`config.mk`:
```
export PLATFORM = sky130hd
export DESIGN_NAME = lemmings_array
export DESIGN_NICKNAME = d
export VERILOG_FILES = /design/src/rtl/lemmings_pkg.sv /design/src/rtl/lemming_fsm.sv /design/src/rtl/lemmings_array.sv
export SDC_FILE = /design/constraint.sdc
export NUM_CORES = 1
export LEC_CHECK = 0
export ABC_AREA = 1
export ABC_CLOCK_PERIOD_IN_PS = 3400
export BUFFER_PORTS_ARGS = -buffer_cell sky130_fd_sc_hd__buf_4
export CAP_MARGIN = 20
export CORE_ASPECT_RATIO = 2
export CORE_MARGIN = 3
export CORE_UTILIZATION = 60
export CTS_BUF_LIST = sky130_fd_sc_hd__clkbuf_2
export CTS_CLUSTER_SIZE = 12
export DETAILED_ROUTE_END_ITERATION = 10
export PLACE_DENSITY = 0.83
export RECOVER_POWER = 25
export SLEW_MARGIN = 10
export SYNTH_ARGS = -nofsm -noshare
export SYNTH_HDL_FRONTEND = slang
export SYNTH_SLANG_ARGS = --single-unit
```
`constraint.sdc`:
```
create_clock -name clk -period 3.4 [get_ports clk]
set_input_delay 1.02 -clock clk [delete_from_list [all_inputs] [get_ports clk]]
set_output_delay 1.02 -clock clk [all_outputs]
set_load 0.05 [all_outputs]
```
`src/rtl/lemmings_pkg.sv`:
```
// Shared types for the lemming array: channel state encoding, counter width, flag decode.
package lemmings_pkg;

  localparam int unsigned CNT_W = 8;

  typedef enum logic [3:0] {
    WL    = 4'd0,
    WR    = 4'd1,
    FALLL = 4'd2,
    FALLR = 4'd3,
    DIGL  = 4'd4,
    DIGR  = 4'd5,
    BLKL  = 4'd6,
    BLKR  = 4'd7,
    DEAD  = 4'd8
  } state_t;

  typedef struct packed {
    logic walk_left;
    logic walk_right;
    logic aaah;
    logic digging;
    logic blocking;
    logic dead;
  } lem_out_t;

  // One-hot flag set for a state; unused codes decode to all zeros.
  function automatic lem_out_t decode_state(input state_t s);
    lem_out_t o;
    o            = '0;
    o.walk_left  = (s == WL);
    o.walk_right = (s == WR);
    o.aaah       = (s == FALLL) || (s == FALLR);
    o.digging    = (s == DIGL)  || (s == DIGR);
    o.blocking   = (s == BLKL)  || (s == BLKR);
    o.dead       = (s == DEAD);
    return o;
  endfunction

endpackage

```
`src/rtl/lemming_fsm.sv`:
```
// One lemming channel: state register, fall/dig counters and registered flag outputs.
module lemming_fsm
  import lemmings_pkg::*;
#(
  parameter int unsigned FALL_LIMIT = 20,
  parameter int unsigned DIG_MAX    = 0
) (
  input  logic clk,
  input  logic areset,
  input  logic i_bump_left,
  input  logic i_bump_right,
  input  logic i_ground,
  input  logic i_dig,
  input  logic i_block,
  output logic o_walk_left,
  output logic o_walk_right,
  output logic o_aaah,
  output logic o_digging,
  output logic o_blocking,
  output logic o_dead
);

  localparam logic [CNT_W-1:0] FALL_SAT    = CNT_W'(FALL_LIMIT);
  localparam bit               DIG_LIMITED = (DIG_MAX != 0);
  localparam logic [CNT_W-1:0] DIG_LAST    = CNT_W'(DIG_LIMITED ? DIG_MAX - 1 : 32'd0);

  state_t           r_state;
  state_t           w_next;
  logic [CNT_W-1:0] r_fall_cnt;
  logic [CNT_W-1:0] r_dig_cnt;
  logic [CNT_W-1:0] w_fall_cnt_nxt;
  logic [CNT_W-1:0] w_dig_cnt_nxt;
  lem_out_t         r_out;
  logic             w_fall_fatal;
  logic             w_dig_done;

  assign w_fall_fatal = (r_fall_cnt >= FALL_SAT);
  assign w_dig_done   = DIG_LIMITED && (r_dig_cnt == DIG_LAST);

  // Next state with ground loss > dig > block > bump priority; counters run only while staying put.
  always_comb begin
    w_next         = r_state;
    w_fall_cnt_nxt = '0;
    w_dig_cnt_nxt  = '0;
    case (r_state)
      WL: begin
        if (!i_ground)         w_next = FALLL;
        else if (i_dig)        w_next = DIGL;
        else if (i_block)      w_next = BLKL;
        else if (i_bump_left)  w_next = WR;
      end
      WR: begin
        if (!i_ground)         w_next = FALLR;
        else if (i_dig)        w_next = DIGR;
        else if (i_block)      w_next = BLKR;
        else if (i_bump_right) w_next = WL;
      end
      FALLL: if (i_ground) w_next = w_fall_fatal ? DEAD : WL;
      FALLR: if (i_ground) w_next = w_fall_fatal ? DEAD : WR;
      DIGL: begin
        if (!i_ground)       w_next = FALLL;
        else if (w_dig_done) w_next = WL;
      end
      DIGR: begin
        if (!i_ground)       w_next = FALLR;
        else if (w_dig_done) w_next = WR;
      end
      BLKL: if (!i_ground) w_next = FALLL;
      BLKR: if (!i_ground) w_next = FALLR;
      DEAD: w_next = DEAD;
      default: w_next = WL;
    endcase

    if ((r_state == FALLL || r_state == FALLR) && (w_next == r_state))
      w_fall_cnt_nxt = w_fall_fatal ? r_fall_cnt : r_fall_cnt + CNT_W'(1);
    if ((r_state == DIGL || r_state == DIGR) && (w_next == r_state))
      w_dig_cnt_nxt = (&r_dig_cnt) ? r_dig_cnt : r_dig_cnt + CNT_W'(1);
  end

  // State, counters and flags register together so outputs track the state exactly.
  always_ff @(posedge clk or posedge areset) begin
    if (areset) begin
      r_state    <= WL;
      r_fall_cnt <= '0;
      r_dig_cnt  <= '0;
      r_out      <= decode_state(WL);
    end else begin
      r_state    <= w_next;
      r_fall_cnt <= w_fall_cnt_nxt;
      r_dig_cnt  <= w_dig_cnt_nxt;
      r_out      <= decode_state(w_next);
    end
  end

  assign o_walk_left  = r_out.walk_left;
  assign o_walk_right = r_out.walk_right;
  assign o_aaah       = r_out.aaah;
  assign o_digging    = r_out.digging;
  assign o_blocking   = r_out.blocking;
  assign o_dead       = r_out.dead;

endmodule

```
`src/rtl/lemmings_array.sv`:
```
// N independent lemming channels plus an alive-count/all-dead summary for the scoreboard.
module lemmings_array
  import lemmings_pkg::*;
#(
  parameter int unsigned N          = 4,
  parameter int unsigned FALL_LIMIT = 20,
  parameter int unsigned DIG_MAX    = 0
) (
  input  logic                     clk,
  input  logic                     areset,
  input  logic [N-1:0]             bump_left,
  input  logic [N-1:0]             bump_right,
  input  logic [N-1:0]             ground,
  input  logic [N-1:0]             dig,
  input  logic [N-1:0]             block,
  output logic [N-1:0]             walk_left,
  output logic [N-1:0]             walk_right,
  output logic [N-1:0]             aaah,
  output logic [N-1:0]             digging,
  output logic [N-1:0]             blocking,
  output logic [N-1:0]             dead,
  output logic [$clog2(N+1)-1:0]   alive_cnt,
  output logic                     all_dead
);

  localparam int unsigned AW = $clog2(N + 1);

  logic [AW-1:0] w_alive;

  for (genvar g = 0; g < N; g++) begin : g_chan
    lemming_fsm #(
      .FALL_LIMIT (FALL_LIMIT),
      .DIG_MAX    (DIG_MAX)
    ) u_fsm (
      .clk          (clk),
      .areset       (areset),
      .i_bump_left  (bump_left[g]),
      .i_bump_right (bump_right[g]),
      .i_ground     (ground[g]),
      .i_dig        (dig[g]),
      .i_block      (block[g]),
      .o_walk_left  (walk_left[g]),
      .o_walk_right (walk_right[g]),
      .o_aaah       (aaah[g]),
      .o_digging    (digging[g]),
      .o_blocking   (blocking[g]),
      .o_dead       (dead[g])
    );
  end

  // Popcount of live channels from the registered dead flags.
  always_comb begin
    w_alive = '0;
    for (int i = 0; i < N; i++) begin
      w_alive = w_alive + AW'(~dead[i]);
    end
  end

  assign alive_cnt = w_alive;
  assign all_dead  = (w_alive == '0);

endmodule

```
Word level (Yosys, flattened, before mapping)
Index checks and enable logic that the tools add are counted.
- flip-flop bits (word level): 72
- bits in latches: 0
- RAM bits: 0
- bits in read-only memories: 0
- word-level logic and storage cells: 224
- memories kept: 0
- add/sub/neg operators: 7
- multiply operators: 0
- divide/modulo/power cells: 0
- order comparisons: 4
- equality and inequality tests: 72
- shift-type cells: 0
- muxes and demuxes: 68
- bitwise gates (word level): 4
- reductions and logical operators: 37
- operator list (operator ; number):
    2-to-1 mux 4 bit ; 56
    == test 4 x 3 -> 1 bit (second input constant) ; 32
    case mux 4 bit (7 select lines) ; 4
    == test 4 x 2 -> 1 bit (second input constant) ; 16
    2-to-1 mux 8 bit ; 8
    adder 8 x 1 -> 8 bit (second input constant) ; 4
    == test 4 x 1 -> 1 bit (second input constant) ; 8
    == test 4 bit (second input constant) ; 8
    greater-or-equal comparator 8 x 5 -> 1 bit (second input constant) ; 4
    logical NOT 4 bit ; 8
    == test 4 bit ; 4
    logical OR 1 bit ; 16
    OR reduction 2 bit ; 8
    inverter 1 -> 3 bit ; 4
    adder 3 bit ; 3
    != test 2 bit (second input constant) ; 4
    logical AND 1 bit ; 4
    logical NOT 3 bit ; 1

Logic depth before layout (Yosys ltp)
- word-level depth: 8
- gate-level depth with buffers: 9
- mapped depth without buffers: 9

Modules after synthesis
From an unflattened synthesis, not the netlist that was laid out.
- cells, all modules: 431
- area total of the unflattened synthesis: 3520.9 µm²
- modules (own cells, without submodules) (module ; instances ; cells each ; area each (µm²)):
    lemming_fsm ; 4 ; 105 ; 860.8
    lemmings_array ; 1 ; 11 ; 77.6

Worst setup path before layout
OpenSTA, ideal clock, no wires.
- path kind: reg-to-output
- start: reg g_chan[0].u_fsm.r_out (netlist bit g_chan[0].u_fsm.o_dead)
- end: out all_dead
- arrival time: 2.671 ns
- required time: 2.380 ns
- slack: -0.291 ns
- cell stages (with the launch flop): 6
- path through: dfrtp_1 -> inv_1 -> fa_1 -> ha_1 -> ha_1 -> nor3_1
- longest elaborated chain between the ends: 5
- ends and longest elaborated chain (item ; line ; text):
    start, declared ; lemming_fsm.sv:33 ; lem_out_t r_out;
    start signal, assigned ; lemming_fsm.sv:86 ; r_out <= decode_state(WL);
    start signal, assigned ; lemming_fsm.sv:91 ; r_out <= decode_state(w_next);
    inverter 1 -> 3 bit ; lemmings_array.sv:55 ; w_alive = w_alive + AW'(~dead[i]);
    adder 3 bit (3 in a row) ; lemmings_array.sv:55 ;
    via alive_cnt[1] ; lemmings_array.sv:22 ; output logic [$clog2(N+1)-1:0] alive_cnt,
    logical NOT 3 bit ; lemmings_array.sv:60 ; assign all_dead = (w_alive == '0);
    end, declared ; lemmings_array.sv:23 ; output logic all_dead
The timed path passes the listed nets, and every way through them passes these cells.

Worst setup path in the final report
- start: reg g_chan[0].u_fsm.r_out (netlist bit g_chan[0].u_fsm.o_dead)
- end: out all_dead
- longest elaborated chain between the ends: 5
- ends and longest elaborated chain (item ; line):
    inverter 1 -> 3 bit ; lemmings_array.sv:55
    adder 3 bit (3 in a row) ; lemmings_array.sv:55
    logical NOT 3 bit ; lemmings_array.sv:60
Every way passes these cells.

==> metrics.md <==
| Metric | Value |
|---|---|
| Final Power | 3.28 mW |
| I/O Buffers | 49 |
| Clock tree buffer depth | 2 |
| Clk slew on worst S/H paths | 0.17 ns |
| Final hold viol count | 0 |
| Outcome | completed |
| Gr ovfl total | 0 |
| Mapped cell area | 3720 µm² |
| Die Height | 117 µm |
| TritonCTS Buffers | 9 |
| Pleak | 2.22 nW |
| Setup violators final | 0 |
| Syn Inst Count | 463 |
| Worst Setup End Kind | output port |
| CP max stage delay | 0.53 ns |
| Pint | 1.73 mW |
| Vias per Instance | 5.16 |
| Diode count | 0 |
| Die X | 61.7 µm |
| Avg Cell Area, Syn | 8.03 µm² |
| DP Wirelength | 5380 µm |
| Num rows | 40 |
| Worst EP arrival | 2.27 ns |
| Routed len/inst | 12.4 µm |
| IO Pins | 50 |
| Crit path cell chain | inv_2 -> fa_1 -> ha_2 -> ha_4 -> nor3_4 -> buf_6 |
| Seq cells post-synth | 72 |
| Net count, final | 534 |
| Max Slew Vio Count | 0 |
| Sequential share of the synthesized area | 48.6% |
| CP bufs+invs | 2 |
| Sequential power share | 36.8% |
| Placed cells | 553 |
| Max_slew headroom | 30.0% |
| Maximum clock frequency | 304 MHz |
| Crit share post-route | 96.8% |
| CP Class | flop to output port |
| Sw power | 1.55 mW |
| Core area | 6010 µm² |
| Non-Filler Instances | 569 |
| CTS sink count | 72 |
| Cell Area, Placed | 4010 µm² |
| DRT iter0 DRCs | 127 |
| Period minus WS final | 3.29 ns |
| Pwr dens | 798 nW/µm² |
| First-pass GRT wire length | 12000 µm |
| Vias in the first global route | 2892 |
| Crit-path max FO | 2 |
| Final instance area | 4110 µm² |
| Clock share of power | 14.0% |
| Via count | 2936 |
| H-tree depth | 3 |
| Largest delay contributor family on the critical path | adder cells |
| Clock latency on the worst-skew pair | 0.50 ns |
| Slew @ Worst Pin | 1.05 ns |
| Largest net degree at the start of global routing | 30 |
| First drt pass iteration count | 6 |
| Min-delay worst type | flop to flop |
| Worst IR Drop VDD | 444 µV |
| RD Place Congestion | 0.838 |
| Layout cells sized above 1 | 18.2% |
| Mapped Nets | 496 |
| Critical Path RT | 2.38 ns |
| Post-route ant nets | 0 |
| Final Skew | 0.0195 ns |
| Area Overhead vs Synth | 10.6% |
| Antenna violations before repair | 0 |
| Yosys synthesis warning count | 0 |
| Count of cell types in the netlist | 29 |
| Die Area | 7230 µm² |
| Combinational share of power | 49.1% |
| CTS tree | built |
| Max-cap violations | 0 |
| Crit path max-delay cell type | fa_1 |
| DRC errors left | 0 |
| GRT Resource Usage Total | 21.9% |
| Crit path launch type | flop |
| Initial Util | 61.9% |
| CTS root buf | clkbuf_2 |
| Final wirelength | 7050 µm |
| Net Sw Frac | 47.2% |
==> path summary, 6_finish.rpt <==
path                       slack, ns  cells past startpoint                       endpoint                     startpoint
min                             0.51                      2  g_chan[2].u_fsm.r_fall_cnt[5]  g_chan[2].u_fsm.r_fall_cnt[5]
max                             0.11                      6                       all_dead         g_chan[0].u_fsm.o_dead
min reg2reg                     0.51                      2  g_chan[2].u_fsm.r_fall_cnt[5]  g_chan[2].u_fsm.r_fall_cnt[5]
max in group asynchronous       1.52                      3     g_chan[2].u_fsm.r_state[1]                         areset
max reg2reg                     1.95                      5  g_chan[0].u_fsm.r_fall_cnt[2]     g_chan[0].u_fsm.r_state[3]
min in group asynchronous       0.75                      2     g_chan[0].u_fsm.r_state[2]                         areset
==> state kept, by name, summed over array words and instances (netlist names) <==
signal and flops:
g_chan.u_fsm.o_aaah 4, g_chan.u_fsm.r_fall_cnt 32, g_chan.u_fsm.o_walk_left 4, g_chan.u_fsm.r_state 16
g_chan.u_fsm.o_walk_right 4, g_chan.u_fsm.o_blocking 4, g_chan.u_fsm.o_digging 4, g_chan.u_fsm.o_dead 4
==> what timing repair did <==
| action | 4_1_cts | 5_1_grt |
|---|---|---|
| pin swaps | 1 | 1 |
| resized for setup | 1 | 4 |
| hold buffers | 0 | 0 |
| buffers inserted | 0 | 0 |
| setup endpoints to repair | 1 | 1 |
==> power by group through the flow <==
| stage | Combinational (mW) | Sequential, mW | Clock (mW) |
|---|---|---|---|
| after detailed placement | 1.56 | 1.22 | 0 |
| after CTS | 1.58 | 1.21 | 0.476 |
| after floorplan | 1.30 | 1.19 | 0 |
| after global placement | 1.51 | 1.22 | 0 |
| final | 1.61 | 1.21 | 0.461 |
| after global routing | 1.79 | 1.23 | 0.514 |
==> cell families after synthesis <==
group	Yosys count	synth area share (%)
DFF	72	48.6
AOI/OAI and AO/OA	33	4.88
adders and majority gates	11	3.90
buffers and inverters	106	13.2
xor gates and xnor gates	7	1.65
and+or+nand+nor	234	27.8
==> cell usage after synthesis <==
| master | count | area (µm²) |
|---|---|---|
| fa_1 | 1 | 20.0 |
| nand3_2 | 3 | 30.0 |
| o21ai_0 | 16 | 80.1 |
| xor2_1 | 4 | 35.0 |
| inv_2 | 4 | 15.0 |
| nand2_1 | 85 | 319 |
| clkbuf_2 | 1 | 5.00 |
| o21ai_2 | 2 | 17.5 |
| o21ai_1 | 2 | 10.0 |
| ha_1 | 10 | 125 |
| dfrtp_1 | 68 | 1700 |
| o21bai_1 | 2 | 15.0 |
| nand3_1 | 40 | 200 |
| nor3_2 | 2 | 20.0 |
| nand4_1 | 7 | 43.8 |
| nand2_4 | 1 | 11.3 |
| dfstp_2 | 4 | 105 |
| xnor2_1 | 3 | 26.3 |
| nand4_2 | 1 | 12.5 |
| nor2_1 | 80 | 300 |
| buf_4 | 24 | 180 |
| nor3_1 | 6 | 30.0 |
| nor2_4 | 2 | 22.5 |
| a21oi_1 | 10 | 50.1 |
| inv_1 | 77 | 289 |
| a21oi_2 | 1 | 8.76 |
| nand2_2 | 1 | 6.26 |
| nor2_2 | 5 | 31.3 |
| and3_1 | 1 | 6.26 |
==> cells in the final DEF (no fill, tap or decap), drive strengths merged, types with 3 or more instances in the layout <==
cell	instances
dfrtp	68
clkbuf	18
inv	81
dfstp	4
xor2	4
a21oi	11
nand3	43
nor2	87
xnor2	3
buf	46
nor3	8
nand4	8
o21ai	20
ha	10
nand2	87
clkinv	3
==> routing by layer <==
layer	vias up	routed length [µm]	GRT usage, %	part of all wire (%)
li1	1484	-	-	-
met1	1369	2610	23.9	37
met2	68	4040	37.8	57
met3	15	250	5.29	3.5
met4	0	152	9.69	2.2
met5	-	0	0	0
==> through the flow <==
stage | utilization [%] | hold WS, ns | worst slack, ns | setup TNS, ns
floorplan | - | 0.460 | 0.123 | 0
global placement | 66.7 | 0.471 | 0.677 | 0
detailed placement | 66.7 | 0.481 | 0.581 | 0
CTS | 68.5 | 0.509 | 0.00973 | 0
global route | 68.5 | 0.537 | -0.0173 | -0.0173
finish | 68.5 | 0.506 | 0.108 | 0
==> area by class of cell <==
cell class	instances	area [µm²]
multi-input combinational	285	1440
clock inverter	4	45.0
fill	509	1890
tap	63	78.8
timing repair buffer	52	375
inverter	81	304
sequential	72	1810
clock buffer	12	60.1
==> worst register-to-register path, delay by kind of cell (launching register included) <==
kind / cells / cell delay (ns)
flops: 1 / 0.51
simple gates: 5 / 0.87
Note: power is estimated with default switching activity, not from simulation.
